[src/rtl/alu_share_arbiter.sv]
`default_nettype none
// ============================================================================
//  Module      : alu_share_arbiter
//  Description : Round-robin arbiter and sequencer that lets two requesters
//                share one combinational ALU. One request is granted per
//                cycle. The winner's operands and control drive the ALU, and
//                the ALU result and zero flag are captured into a one-entry
//                response register.
//
//  Ports
//    clk                    rising-edge clock
//    reset                  synchronous, active-high reset
//    req0_* / req1_*        requester handshakes
//                           (valid/ready, operands a/b, 2-bit op)
//    alu_in_1/alu_in_2      operands to the external ALU
//    alu_ctrl               control code to the external ALU
//                           (00 add, 01 sub, 10 and, 11 or)
//    alu_out/alu_zero       result and zero flag from the external ALU
//    rsp_valid/rsp_ready    response handshake
//    rsp_id                 requester that owns the held response
//    rsp_data/rsp_zero      captured ALU result and zero flag
//
//  Revision    : 1.0 - initial release
// ============================================================================
module alu_share_arbiter #(
    parameter int N = 16
) (
    input  logic         clk,
    input  logic         reset,

    input  logic         req0_valid,
    output logic         req0_ready,
    input  logic [N-1:0] req0_a,
    input  logic [N-1:0] req0_b,
    input  logic [1:0]   req0_op,

    input  logic         req1_valid,
    output logic         req1_ready,
    input  logic [N-1:0] req1_a,
    input  logic [N-1:0] req1_b,
    input  logic [1:0]   req1_op,

    output logic [N-1:0] alu_in_1,
    output logic [N-1:0] alu_in_2,
    output logic [1:0]   alu_ctrl,
    input  logic [N-1:0] alu_out,
    input  logic         alu_zero,

    output logic         rsp_valid,
    input  logic         rsp_ready,
    output logic         rsp_id,
    output logic [N-1:0] rsp_data,
    output logic         rsp_zero
);

    // Response register occupancy.
    typedef enum logic [0:0] {
        ST_EMPTY = 1'b0,
        ST_FULL  = 1'b1
    } state_t;

    state_t       r_state;
    logic         r_prio;       // requester favoured when both are valid
    logic         r_rsp_id;
    logic [N-1:0] r_rsp_data;
    logic         r_rsp_zero;

    logic         w_req_any;
    logic         w_grant_id;
    logic         w_can_accept;
    logic         w_accept;

    // ------------------------------------------------------------------------
    // Grant selection. With a single valid requester the grant follows it.
    // With both valid, the priority pointer decides. With none valid,
    // w_grant_id is a don't-care masked by w_req_any.
    // ------------------------------------------------------------------------
    always_comb begin
        w_req_any = req0_valid | req1_valid;
        if (req0_valid && req1_valid) begin
            w_grant_id = r_prio;
        end else begin
            w_grant_id = req1_valid;
        end
    end

    // A new result can be taken when the register is empty or is being
    // drained in this same cycle (pass-through drain and refill).
    assign w_can_accept = (r_state == ST_EMPTY) || rsp_ready;

    // Readies are held low while reset is asserted.
    assign w_accept   = !reset && w_can_accept && w_req_any;
    assign req0_ready = w_accept && !w_grant_id;
    assign req1_ready = w_accept &&  w_grant_id;

    // ------------------------------------------------------------------------
    // ALU drive. The winner's operands are presented even while the response
    // register is blocked, so the ALU output is already settled when the
    // register frees up. An idle ALU sees all-zero inputs.
    // ------------------------------------------------------------------------
    always_comb begin
        alu_in_1 = '0;
        alu_in_2 = '0;
        alu_ctrl = 2'b00;
        if (w_req_any) begin
            if (w_grant_id) begin
                alu_in_1 = req1_a;
                alu_in_2 = req1_b;
                alu_ctrl = req1_op;
            end else begin
                alu_in_1 = req0_a;
                alu_in_2 = req0_b;
                alu_ctrl = req0_op;
            end
        end
    end

    // ------------------------------------------------------------------------
    // Response register, occupancy state and round-robin pointer.
    // The pointer only moves on an accepted transaction. A requester that
    // loses arbitration therefore wins the next accepted slot.
    // ------------------------------------------------------------------------
    always_ff @(posedge clk) begin
        if (reset) begin
            r_state    <= ST_EMPTY;
            r_prio     <= 1'b0;
            r_rsp_id   <= 1'b0;
            r_rsp_data <= '0;
            r_rsp_zero <= 1'b0;
        end else begin
            case (r_state)
                ST_EMPTY: begin
                    if (w_accept) begin
                        r_state <= ST_FULL;
                    end
                end
                ST_FULL: begin
                    // Drain with refill stays FULL. Drain alone empties.
                    // Without rsp_ready the register holds.
                    if (!w_accept && rsp_ready) begin
                        r_state <= ST_EMPTY;
                    end
                end
                default: begin
                    r_state <= ST_EMPTY;
                end
            endcase

            if (w_accept) begin
                r_rsp_data <= alu_out;
                r_rsp_zero <= alu_zero;
                r_rsp_id   <= w_grant_id;
                r_prio     <= ~w_grant_id;
            end
        end
    end

    // All response outputs come straight from flops. There is no
    // combinational path from rsp_ready to them.
    assign rsp_valid = (r_state == ST_FULL);
    assign rsp_id    = r_rsp_id;
    assign rsp_data  = r_rsp_data;
    assign rsp_zero  = r_rsp_zero;

endmodule
`default_nettype wire

[config.mk]
export PLATFORM = sky130hd
export DESIGN_NAME = alu_share_arbiter
export DESIGN_NICKNAME = d
export VERILOG_FILES = /design/src/rtl/alu_share_arbiter.sv
export SDC_FILE = /design/constraint.sdc
export NUM_CORES = 1
export LEC_CHECK = 0
export CORE_ASPECT_RATIO = 1.75
export CORE_MARGIN = 2
export CORE_UTILIZATION = 27
export CTS_CLUSTER_SIZE = 30
export DETAILED_ROUTE_END_ITERATION = 12
export GPL_TIMING_DRIVEN = 0
export PLACE_DENSITY = 0.77
export REMOVE_ABC_BUFFERS = 1
export SLEW_MARGIN = 20
export SYNTH_ARGS = -nofsm -noshare
export SYNTH_HDL_FRONTEND = slang
export SYNTH_SLANG_ARGS = --single-unit
[constraint.sdc]
create_clock -name clk -period 1.1 [get_ports clk]
set_input_delay 0.22 -clock clk [delete_from_list [all_inputs] [get_ports clk]]
set_output_delay 0.22 -clock clk [all_outputs]
set_load 0.02 [all_outputs]
# Yosys cells after proc, flatten, opt, wreduce, memory -nomap -nowiden
# Cells that the tools add are included.
# W data, S select, Z words.
# totals
regBits	20
latch_bits	0
ram_bits	0
romBits	0
input_bits	90
out_inout_bits	55
word_cells	28
memories	0
# op_classes
add_sub_neg	0
mul	0
div_mod_pow	0
n_lt_le_gt_ge	0
eq_ne	0
shifts	0
n_mux	10
n_bitwise	3
n_reduce_logical	10
# ops
cell	n
$mux W16	4
$logic_and A1 B1 Y1	6
$mux W2	2
$logic_not A1 Y1	3
$mux W1	3
$not A1 Y1	2
$pmux W1 S2	1
$logic_or A1 B1 Y1	1
$or A1 B1 Y1	1

# Depth between registers and ports, before layout
# Gate-level depths: netlist of run 1.
# depth
ltp_word	8
depth_mapped	6
mapped_depth_nobuf	3

# Worst setup path after synthesis of run 1
# OpenSTA, ideal clock, no wires.
# synth_path
path_type	register -> output
start	register r_state, in the netlist rsp_valid
end	output req1_ready
arrival_ns	1.265
required_time_ns	0.880
setup_slack_ns	-0.385
stages_incl_launch_ff	5
cell_sequence	dfxtp_1 > nor2b_2 > nor3_4 > buf_6 > nor2b_1
# synth_between
elab_chain_cells	5
# synth_rtl
item	line_no	text
start, declared	62	state_t r_state;
start signal, assigned	125	r_state <= ST_EMPTY;
start signal, assigned	134	r_state <= ST_FULL;
start signal, assigned	141	r_state <= ST_EMPTY;
$not A1 Y1	-	
$logic_or A1 B1 Y1	89	assign w_can_accept = (r_state == ST_EMPTY) || rsp_ready;
$logic_and A1 B1 Y1 (2 in series)	92	assign w_accept = !reset && w_can_accept && w_req_any;
$logic_and A1 B1 Y1	94	assign req1_ready = w_accept && w_grant_id;
end, declared	38	output logic req1_ready,
# Every way passes these cells.

# Worst setup path after layout of run 1
# layout_path
start	register r_prio
end	output alu_in_1[2]
# layout_between
elab_chain_cells	3
# layout_rtl
item	line_no	text
start, declared	63	logic r_prio;
start signal, assigned	153	r_prio <= ~w_grant_id;
$mux W1	80	if (req0_valid && req1_valid) begin
$mux W16	106	if (w_grant_id) begin
$mux W16	105	if (w_req_any) begin
end, declared	43	output logic [N-1:0] alu_in_1,
# Every way passes these cells.

==> results.txt, run 1 <==
----------------------------------------------------
[Die]
  Initial Utilization ... 28.15%
  Die area ... 6158 um^2
  Die outline height ... 102.3 um
  Ports placed on the boundary ... 145
  Die width ... 60.18 um
  Number of rows in the core area ... 35
  Core area ... 5299 um^2

[Global route]
  Total grt overflow ... 0
  Via count of the first global-routing pass ... 1825
  Number of antenna violations at the first check in global routing ... 0
  Total track usage ... 17.31%
  Largest net degree at the start of global routing ... 38
  Wire length of the first global-routing pass ... 8.176 mm

[Worst setup path]
  WP data required ... 880 ps
  Worst reg-to-reg setup slack ... -310 ps
  Reg-to-reg critical path startpoint ... rsp_valid$_SDFF_PP0_
  Crit path launch ... r_prio$_SDFFE_PP0P_
  Reg2Reg Depth ... 6
  Arrival time at the worst endpoint ... 1520 ps
  Category of the most critical setup path ... reg2out
  Top fanout value on the critical path ... 5
  Endpoint of the worst-slack reg-to-reg timing path ... rsp_data[4]$_SDFFE_PP0P_
  Setup crit start kind ... flip-flop
  Worst setup path endpoint ... alu_in_1[2]
  Crit. End Element ... output pin

[Min path]
  Hold path startpoint ... req0_valid
  Type of the most critical hold path ... in2reg

[Job]
  Number of max-capacitance violations reported ... 0

[Pwr]
  Power density over cell area ... 869.9 nW/um^2
  Final total power ... 2924 uW
  Leak ... 0.001740 uW
  Worst voltage drop across the vdd grid ... 0.4606 mV

[Drt]
  Wire per inst ... 12.54 um
  DR vias/cell ... 4.214
  Via count ... 1770
  Router iterations before antenna repair ... 3
  Iter 0 DRT Violations ... 35
  Total DRC errors in the routed layout ... 0
  Routed wire length ... 5.265 mm
  Number of antenna-violating nets in the routed design ... 0

[Timing]
  Maximum clock rate ... 575.6 MHz
  Minimum period implied by the final worst setup slack ... 1737 ps
  Setup repair after global routing missed its margin ... true
  Final setup skew ... 2.944 ps
  Transition time of the tightest slew-check pin ... 442.6 ps
  Worst-case setup margin in the final layout ... -637.3 ps
  Slew Limit Fails ... 0
  Final-layout worst hold slack ... 354.6 ps
  Hold Fails Final Rpt ... 0
  Count of final setup violators ... 55
  Final critical-path share of the clock period ... 157.9%
  Max transition margin ... 70.49%

[Final layout]
  Fraction of layout cells with a size suffix above 1 ... 34.68%
  Final non-filler cell total ... 420
  Net count of the finished layout ... 437
  Area of all placed cells without fillers ... 3361 um^2
  Area added between synthesis and finish ... 125.3%
  Final core utilization ... 63.42%
  Antenna Diode Count ... 0

[CTS]
  Clock Latency Late Sink ... 250 ps
  Clock tree from TritonCTS ... built
  Number of buffers created by CTS ... 3
  Clock sinks ... 20
  CTS Root Cell ... sky130_fd_sc_hd__clkbuf_8
  Clock-pin slew of the registers on the worst-case setup and hold paths ... 70 ps
  H-tree Lvls ... 1
  CTS max path bufs ... 2

[Outcome]
  Outcome ... finished, violations left
  Violations in the final reports ... negative setup slack

[Logic synthesis]
  Async set-or-reset flop fraction in the synthesized netlist ... 0%
  Leading cell types by count after synthesis ... 35 x sky130_fd_sc_hd__mux2i_1, 34 x sky130_fd_sc_hd__inv_1, 34 x sky130_fd_sc_hd__nand2_1
  Synth area leader ... sky130_fd_sc_hd__dfxtp_1
  Flops & latches, synth ... 20
  Mean post-synth cell area ... 8.240 um^2
  Top-count cell post-synth ... sky130_fd_sc_hd__mux2i_1
  Synth Cell Area ... 1491 um^2
  YS warnings ... 0
  Most frequently used flop master after synthesis ... sky130_fd_sc_hd__dfxtp_1
  Number of flops mapped to enable cells by yosys ... 0
  Cell count after synthesis ... 181
  Share of the synthesized area in the top cell type ... 26.85%
  Library cells used by synthesis ... 21
  Sequential fraction of the synthesis area ... 26.85%
  Cell types occupying the most area after synthesis ... sky130_fd_sc_hd__dfxtp_1 27%, sky130_fd_sc_hd__mux2i_1 23%, sky130_fd_sc_hd__mux2_2 12%, sky130_fd_sc_hd__inv_1 8.6%, sky130_fd_sc_hd__nand2_1 8.6%

[Place]
  Number of buffers inserted by port buffering ... 144
  RePlAce Congestion ... 0.6629
  Post-DP HPWL ... 3.539 mm
  Placed cell area ... 2984 um^2
  Cell total after placement ... 389

----------------------------------------------------
==> where the power goes <==
group,internal (uW),switching (uW),leakage [uW]
Combinational,911,633,0.00154
Sequential,796,32.7,0.000167
Clock,318,233,0.0000288
Total,2020,899,0.00174
==> sequential cells by signal (all words and copies together), names as in the netlist <==
name / count
rsp_zero: 1
r_prio: 1
rsp_valid: 1
rsp_data: 16
rsp_id: 1
==> placed cells by master (no fill, tap or decap), types with 2 or more instances in the layout <==
cell,n
sky130_fd_sc_hd__buf_12,2
sky130_fd_sc_hd__buf_16,4
sky130_fd_sc_hd__buf_2,11
sky130_fd_sc_hd__buf_4,40
sky130_fd_sc_hd__buf_6,17
sky130_fd_sc_hd__clkbuf_2,2
sky130_fd_sc_hd__clkbuf_8,4
sky130_fd_sc_hd__clkdlybuf4s15_2,7
sky130_fd_sc_hd__clkdlybuf4s50_1,85
sky130_fd_sc_hd__dfxtp_1,18
sky130_fd_sc_hd__dfxtp_2,2
sky130_fd_sc_hd__inv_1,34
sky130_fd_sc_hd__mux2_4,18
sky130_fd_sc_hd__mux2i_1,32
sky130_fd_sc_hd__mux2i_2,3
sky130_fd_sc_hd__nand2_1,34
sky130_fd_sc_hd__nor2b_1,18
sky130_fd_sc_hd__nor2b_4,2
sky130_fd_sc_hd__nor3_4,2
==> metrics by stage <==
stage | worst slack [ps] | TNS (ps)
3_3_place_gp | -3538 | -163540
3_5_place_dp | -2011 | -78930
5_1_grt | -703.9 | -28910
4_1_cts | -638.4 | -26560
6_report | -637.3 | -25010
2_1_floorplan | -1329 | -58550
==> area by class of cell <==
class                      instances  area [um^2]
timing repair buffer             172         1695
multi-input combinational        115        983.4
sequential                        20        402.9
inverter                          35        131.4
fill                             451         1938
tap                               74        92.59
clock buffer                       4        55.05
==> worst min-delay path by stage <==
| stage | cells after the start | endpoint | slack, ps |
|---|---|---|---|
| after floorplan | 1 | rsp_valid$_SDFF_PP0_ | 290 |
| after global placement | 2 | rsp_id$_SDFFE_PP0P_ | 460 |
| after detailed placement | 2 | rsp_id$_SDFFE_PP0P_ | 470 |
| after CTS | 3 | rsp_valid$_SDFF_PP0_ | 400 |
| after global routing | 3 | rsp_valid$_SDFF_PP0_ | 420 |
| final | 3 | rsp_valid$_SDFF_PP0_ | 350 |
==> routing by layer <==
metal | wire [um] | vias up | global-route usage (%)
met4 | 19 | 0 | 4.103
met5 | 0 | - | 0
met1 | 1841 | 774 | 17.05
li1 | - | 885 | -
met2 | 2885 | 109 | 34.20
met3 | 519 | 2 | 4.430
==> critical path, stage by stage (launching register included) <==
cell,delay [ps]
sky130_fd_sc_hd__dfxtp_2,340
sky130_fd_sc_hd__o21ai_4,160
sky130_fd_sc_hd__buf_12,130
sky130_fd_sc_hd__buf_16,120
sky130_fd_sc_hd__buf_16,120
sky130_fd_sc_hd__mux2i_2,210
sky130_fd_sc_hd__buf_4,170
==> logic make-up after synthesis <==
family                 Yosys count  share of synthesized area, %
AO/OA/AOI/OAI                    1                        0.5874
buffers and inverters           47                         15.43
AND/OR/NAND/NOR                 60                         20.05
multiplexers                    53                         37.08
flip-flops                      20                         26.85
==> timing repair <==
| item | 4_1_cts | 5_1_grt |
|---|---|---|
| setup buffers | 24 | 4 |
| pin swaps | 3 | 2 |
| endpoints found under the setup margin | 75 | 66 |
| hold buffers | 0 | 0 |
| resized for setup | 285 | 25 |
| cloned | 4 | 1 |
Note: power is estimated with default switching activity, not from simulation.
==> inputs of run 2 (changes only) <==
--- a/config.mk
+++ b/config.mk
@@ -6,7 +6,6 @@
 export NUM_CORES = 1
 export LEC_CHECK = 0
 export CORE_ASPECT_RATIO = 1.75
-export CORE_MARGIN = 2
 export CORE_UTILIZATION = 27
 export CTS_CLUSTER_SIZE = 30
 export DETAILED_ROUTE_END_ITERATION = 12
==> run 2 against run 1 <==
The flow still finishes with violations (negative setup slack). Largest cell class unchanged. Routed wire length decreased by 4.9%. Final area shrank 4.6%. Fmax grew 4.1%. Largest power group unchanged. Sequential power about the same. Critical endpoint is now alu_in_2[11]. Combinational power fell by 6%.
==> results.txt, run 2 (synthesis results as in run 1) <==
----------------------------------------------------
[Global route]
  Total track usage ... 17.19% (-0.12 points)
  Largest net degree at the start of global routing ... 38 (unchanged)
  Wire length of the first global-routing pass ... 7.810 mm (-4.5%)
  Via count of the first global-routing pass ... 1835 (+0.55%)
  Total grt overflow ... 0 (unchanged)
  Number of antenna violations at the first check in global routing ... 0 (unchanged)

[Worst setup path]
  Crit. End Element ... output pin
  Longest individual stage delay on the worst path ... 340 ps (about the same)
  Most Frequent Cell on Critical Path ... sky130_fd_sc_hd__buf_4
  Category of the most critical setup path ... reg2out
  Reg-to-reg critical path startpoint ... rsp_valid$_SDFF_PP0_
  Endpoint of the worst-slack reg-to-reg timing path ... r_prio$_SDFFE_PP0P_
  Worst setup path endpoint ... alu_in_2[11]
  Reg2Reg Depth ... 5 (-1)
  WP data required ... 880 ps (about the same)
  Arrival time at the worst endpoint ... 1450 ps (-70 ps)
  Worst reg-to-reg setup slack ... -210 ps (+100 ps)
  Master of the slowest instance on the critical path ... sky130_fd_sc_hd__dfxtp_2
  Worst-path cell chain ... o21ai_4, buf_4, buf_16, mux2i_1, buf_4
  Setup crit start kind ... flip-flop
  Top fanout value on the critical path ... 14 (+9)
  Crit path launch ... r_prio$_SDFFE_PP0P_

[Pwr]
  Leak ... 0.001658 uW (-4.7%)
  Worst voltage drop across the vdd grid ... 0.3633 mV (-21%)
  Power density over cell area ... 880.8 nW/um^2 (+1.3%)

[Outcome]
  Violations in the final reports ... negative setup slack
  Outcome ... finished, violations left

[Drt]
  Via count ... 1752 (-1.0%)
  Routed wire length ... 5.009 mm (-4.9%)
  DR vias/cell ... 4.294 (+1.9%)
  Iter 0 DRT Violations ... 61 (+74%)
  Total DRC errors in the routed layout ... 0 (unchanged)
  Wire per inst ... 12.28 um (-2.1%)
  Router iterations before antenna repair ... 4 (+1)
  Number of antenna-violating nets in the routed design ... 0 (unchanged)

[Final layout]
  Fraction of layout cells with a size suffix above 1 ... 31.14% (-3.5 points)
  Leading cell type in the layout, fill and taps excluded ... sky130_fd_sc_hd__clkdlybuf4s50_1
  Net count of the finished layout ... 425 (-2.7%)
  Final core utilization ... 60.52% (-2.9 points)
  Antenna Diode Count ... 0 (unchanged)
  Area added between synthesis and finish ... 115.0%
  Leading cell types in the layout, fill and taps excluded ... 85 x sky130_fd_sc_hd__clkdlybuf4s50_1, 38 x sky130_fd_sc_hd__buf_4, 34 x sky130_fd_sc_hd__inv_1, 34 x sky130_fd_sc_hd__nand2_1, 34 x sky130_fd_sc_hd__mux2i_1
  Final non-filler cell total ... 408 (-2.9%)
  Max FFs per register ... 16 (unchanged)

[Place]
  Number of buffers inserted by port buffering ... 144 (unchanged)
  Cell total after placement ... 389 (unchanged)
  Post-DP HPWL ... 3.501 mm (-1.1%)
  RePlAce Congestion ... 0.6978 (+5.3%)

[Die]
  Die width ... 58.18 um (-3.3%)
  Die area ... 5837 um^2 (-5.2%)
  Core area ... 5299 um^2 (unchanged)
  Die outline height ... 100.3 um (-2.0%)
  Initial Utilization ... 28.15% (unchanged)
  Number of rows in the core area ... 35 (unchanged)
  Ports placed on the boundary ... 145 (unchanged)

[CTS]
  CTS Root Cell ... sky130_fd_sc_hd__clkbuf_8
  Clock-pin slew of the registers on the worst-case setup and hold paths ... 70 ps (about the same)
  Number of buffers created by CTS ... 3 (unchanged)
  Clock tree from TritonCTS ... built
  Clock sinks ... 20 (unchanged)
  H-tree Lvls ... 1 (unchanged)
  CTS max path bufs ... 2 (unchanged)
  Clock Latency Late Sink ... 260 ps (about the same)

[Timing]
  Setup repair after global routing missed its margin ... true
  Maximum clock rate ... 599.3 MHz (+4.1%)
  Worst-case setup margin in the final layout ... -568.7 ps (+68.57 ps)
  Transition time of the tightest slew-check pin ... 457.3 ps (+14.70 ps)
  Hold Fails Final Rpt ... 0 (unchanged)
  Final setup skew ... 4.291 ps (+1.347 ps)
  Slew Limit Fails ... 0 (unchanged)
  Final critical-path share of the clock period ... 151.7% (-6.2 points)
  Count of final setup violators ... 55 (unchanged)
  Max transition margin ... 69.51% (-0.98 points)
  Minimum period implied by the final worst setup slack ... 1669 ps (-68.57 ps)

[Job]
  Number of max-capacitance violations reported ... 0 (unchanged)

[Min path]
  Number of instances on the worst hold path ... 3 (unchanged)
  Type of the most critical hold path ... in2reg

----------------------------------------------------
==> run 2: cell types whose count changed in the layout (fill, tap and decap cells not counted), moves of 2 or more <==
cell / before / now
sky130_fd_sc_hd__clkbuf_2: 2 / 0
sky130_fd_sc_hd__buf_4: 40 / 38
sky130_fd_sc_hd__clkdlybuf4s15_2: 7 / 11
sky130_fd_sc_hd__buf_6: 17 / 8
sky130_fd_sc_hd__mux2i_1: 32 / 34
sky130_fd_sc_hd__mux2i_2: 3 / 0
sky130_fd_sc_hd__buf_12: 2 / 0
==> run 2: critical path: cells and delay by family (launching register included) <==
family | cells | cell delay, ps
compound gates | 1 | 170
flops | 1 | 340
buf+inv | 3 | 470
mux | 1 | 200
==> run 2: routing by layer <==
metal | routed length [um] | track usage (%) | vias to the layer above
met3 | 348 | 3.351 | 9
met2 | 2811 | 34.22 | 105
met1 | 1749 | 16.31 | 772
met5 | 0 | 0 | -
li1 | - | - | 866
met4 | 100 | 6.960 | 0
==> run 2: repair_timing <==
item,in CTS,in global routing
resized for setup,271,22
hold buffers,0,0
buffers inserted,10,4
pin swaps,3,2
setup endpoints to repair,75,63
gates cloned,3,1
==> run 2: area by class of cell <==
| class | count | area (um^2) |
|---|---|---|
| fill | 473 | 2092 |
| timing repair buffer | 160 | 1555 |
| multi-input combinational | 115 | 969.7 |
| sequential | 20 | 402.9 |
| inverter | 35 | 131.4 |
| tap | 74 | 92.59 |
| clock buffer | 4 | 55.05 |
==> run 2: worst min path at each step <==
| stage | from | to | slack, ps |
|---|---|---|---|
| floorplan | reset | rsp_valid$_SDFF_PP0_ | 290 |
| global placement | rsp_id$_SDFFE_PP0P_ | rsp_id$_SDFFE_PP0P_ | 460 |
| detailed placement | rsp_id$_SDFFE_PP0P_ | rsp_id$_SDFFE_PP0P_ | 470 |
| CTS | req0_valid | rsp_valid$_SDFF_PP0_ | 430 |
| global route | reset | rsp_valid$_SDFF_PP0_ | 410 |
| finish | req0_valid | rsp_valid$_SDFF_PP0_ | 390 |
==> run 2: power breakdown <==
group	total (uW)	internal (uW)	switching, uW
Clock	553	318	234
Sequential	828	796	32.0
Combinational	1440	837	608
==> run 2: stage by stage <==
step	worst slack [ps]	TNS [ps]	power, uW	hold slack (ps)	cell area [um^2]
CTS	-555.0	-22270	2851	431.2	3222
global route	-655.3	-26100	2971	410.9	3207
floorplan	-1329	-58550	1409	292.4	1393
finish	-568.7	-22570	2825	387.5	3207
global placement	-3588	-166360	2154	459.0	2927
detailed placement	-2035	-80630	2193	471.7	2984
==> inputs of run 3 (changes only) <==
--- a/config.mk
+++ b/config.mk
@@ -9,7 +9,6 @@
 export CORE_UTILIZATION = 27
 export CTS_CLUSTER_SIZE = 30
 export DETAILED_ROUTE_END_ITERATION = 12
-export GPL_TIMING_DRIVEN = 0
 export PLACE_DENSITY = 0.77
 export REMOVE_ABC_BUFFERS = 1
 export SLEW_MARGIN = 20
==> run 3 against run 2 <==
The flow still finishes with violations (negative setup slack). Clock skew grew 1.9 ps. Fmax grew 1.7%. Sequential cell count is the same. Power grew 1.4%. Sequential share of layout area shrank 0.25 points. Utilization grew 1.3 points. First-iteration DRC count shrank 67%. Combinational power grew 3%. Critical path depth is the same. Count of clock-buffer cells in the layout is the same. Clock power grew 0.9%. Global-route usage grew 0.17 points.
==> results.txt, run 3 (synthesis results as in run 1) <==
----------------------------------------------------
[Place]
  Number of buffers inserted by port buffering ... 144 (unchanged)
  Post-DP HPWL ... 3.565 mm (+1.8%)
  RePlAce Congestion ... 0.7193 (+3.1%)

[Die]
  Die width ... 58.18 um (unchanged)
  Ports placed on the boundary ... 145 (unchanged)
  Number of rows in the core area ... 35 (unchanged)
  Core area ... 5299 um^2 (unchanged)
  Die area ... 5837 um^2 (unchanged)
  Initial Utilization ... 28.15% (unchanged)
  Die outline height ... 100.3 um (unchanged)

[Final layout]
  Fraction of layout cells with a size suffix above 1 ... 31.85% (+0.71 points)
  Final core utilization ... 61.77% (+1.3 points)
  Leading cell types in the layout, fill and taps excluded ... 85 x sky130_fd_sc_hd__clkdlybuf4s50_1, 35 x sky130_fd_sc_hd__buf_4, 34 x sky130_fd_sc_hd__inv_1, 34 x sky130_fd_sc_hd__nand2_1, 32 x sky130_fd_sc_hd__mux2i_1
  Net count of the finished layout ... 427 (+0.47%)
  Leading cell type in the layout, fill and taps excluded ... sky130_fd_sc_hd__clkdlybuf4s50_1
  Antenna Diode Count ... 0 (unchanged)
  Area added between synthesis and finish ... 119.5%
  Max FFs per register ... 16 (unchanged)

[Timing]
  Count of final setup violators ... 54 (-1.8%)
  Slew Limit Fails ... 0 (unchanged)
  Max transition margin ... 85.13% (+16 points)
  Hold Fails Final Rpt ... 0 (unchanged)
  Final setup skew ... 6.161 ps (+1.870 ps)
  Maximum clock rate ... 609.2 MHz (+1.7%)
  Final critical-path share of the clock period ... 149.2% (-2.5 points)
  Worst-case setup margin in the final layout ... -541.5 ps (+27.21 ps)
  Transition time of the tightest slew-check pin ... 222.4 ps (-234.9 ps)
  Minimum period implied by the final worst setup slack ... 1641 ps (-27.21 ps)
  Setup repair after global routing missed its margin ... true

[Worst setup path]
  WP data required ... 880 ps (about the same)
  Crit. End Element ... output pin
  Setup crit start kind ... flip-flop
  Top fanout value on the critical path ... 7 (-7)
  Arrival time at the worst endpoint ... 1420 ps (-30 ps)
  Category of the most critical setup path ... reg2out

[Global route]
  Via count of the first global-routing pass ... 1842 (+0.38%)
  Wire length of the first global-routing pass ... 7.921 mm (+1.4%)
  Total track usage ... 17.36% (+0.17 points)
  Total grt overflow ... 0 (unchanged)
  Largest net degree at the start of global routing ... 32 (-16%)
  Number of antenna violations at the first check in global routing ... 0 (unchanged)

[Drt]
  Number of antenna-violating nets in the routed design ... 0 (unchanged)
  Wire per inst ... 12.11 um (-1.4%)
  Total DRC errors in the routed layout ... 0 (unchanged)
  DR vias/cell ... 4.276 (-0.43%)
  Router iterations before antenna repair ... 4 (unchanged)
  Routed wire length ... 4.964 mm (-0.90%)
  Via count ... 1753 (+0.057%)
  Iter 0 DRT Violations ... 20 (-67%)

[CTS]
  CTS Root Cell ... sky130_fd_sc_hd__clkbuf_8
  Number of buffers created by CTS ... 3 (unchanged)
  CTS max path bufs ... 2 (unchanged)
  Clock sinks ... 20 (unchanged)
  Clock tree from TritonCTS ... built
  H-tree Lvls ... 1 (unchanged)
  Clock Latency Late Sink ... 260 ps (about the same)
  Clock-pin slew of the registers on the worst-case setup and hold paths ... 80 ps (about the same)

[Pwr]
  Final total power ... 2865 uW (+1.4%)
  Power density over cell area ... 875.3 nW/um^2 (-0.64%)
  Leak ... 0.001684 uW (+1.6%)
  Worst voltage drop across the vdd grid ... 0.4575 mV (+26%)

[Job]
  Number of max-capacitance violations reported ... 0 (unchanged)

[Outcome]
  Outcome ... finished, violations left
  Violations in the final reports ... negative setup slack

[Min path]
  Type of the most critical hold path ... in2reg

----------------------------------------------------
-- run 3: changes by cell type in the layout (fill, tap and decap cells not counted), sizes merged --
cell,delta
clkbuf,+2
nor3,-1
dlygate4sd2,+2
clkdlybuf4s15,-1
-- run 3: layout make-up --
class                   instances  area [um^2]
clock buffers                   4        55.05
fillers                       456         2026
inverters                      35        131.4
multi-input cells             114        972.2
flip-flops and latches         20        402.9
well taps                      74        92.59
repair buffers                163         1619
-- run 3: critical path, cell delays in order, from the launching register on --
cell	delay [ps]
sky130_fd_sc_hd__dfxtp_2	340
sky130_fd_sc_hd__o21ai_4	140
sky130_fd_sc_hd__buf_12	160
sky130_fd_sc_hd__buf_16	140
sky130_fd_sc_hd__mux2i_1	210
sky130_fd_sc_hd__buf_4	180
-- run 3: path summary, 6_finish.rpt --
check,to,from,slack (ps),cells after the start
max,alu_in_1[11],r_prio$_SDFFE_PP0P_,-540,5
min,rsp_valid$_SDFF_PP0_,req1_valid,440,3
max reg2reg,rsp_data[13]$_SDFFE_PP0P_,rsp_valid$_SDFF_PP0_,-320,5
min reg2reg,rsp_id$_SDFFE_PP0P_,rsp_id$_SDFFE_PP0P_,590,3
-- run 3: what timing repair did --
action / CTS / global route
hold buffers: 0 / 0
pin swaps: 2 / 1
gates cloned: 5 / 1
resized for setup: 272 / 19
setup endpoints to repair: 74 / 64
setup buffers: 7 / 3
-- run 3: routing by layer --
metal  global-route usage (%)  vias up  wire length, um
li1                         -      866                -
met1                    16.35      781             1697
met2                    35.54      101             2794
met3                    3.995        5              417
met4                    4.396        0               55
met5                        0        -                0
-- run 3: per-stage QoR --
step	hold WS, ps	cell area (um^2)	setup slack (ps)	cells	TNS [ps]
floorplan	292.4	1393	-1329	169	-58550
global placement	553.4	3047	-1202	397	-55080
detailed placement	572.1	3047	-1199	397	-55610
CTS	428.5	3362	-554.6	413	-23420
global route	478.1	3273	-597.8	410	-26470
finish	442.0	3273	-541.5	410	-23280
-- run 3: where the power goes --
group / total [uW] / internal, uW / switching (uW) / leakage (uW)
clock network: 558 / 319 / 240 / 0.0000288
registers: 826 / 795 / 30.5 / 0.000167
logic: 1480 / 868 / 612 / 0.00149
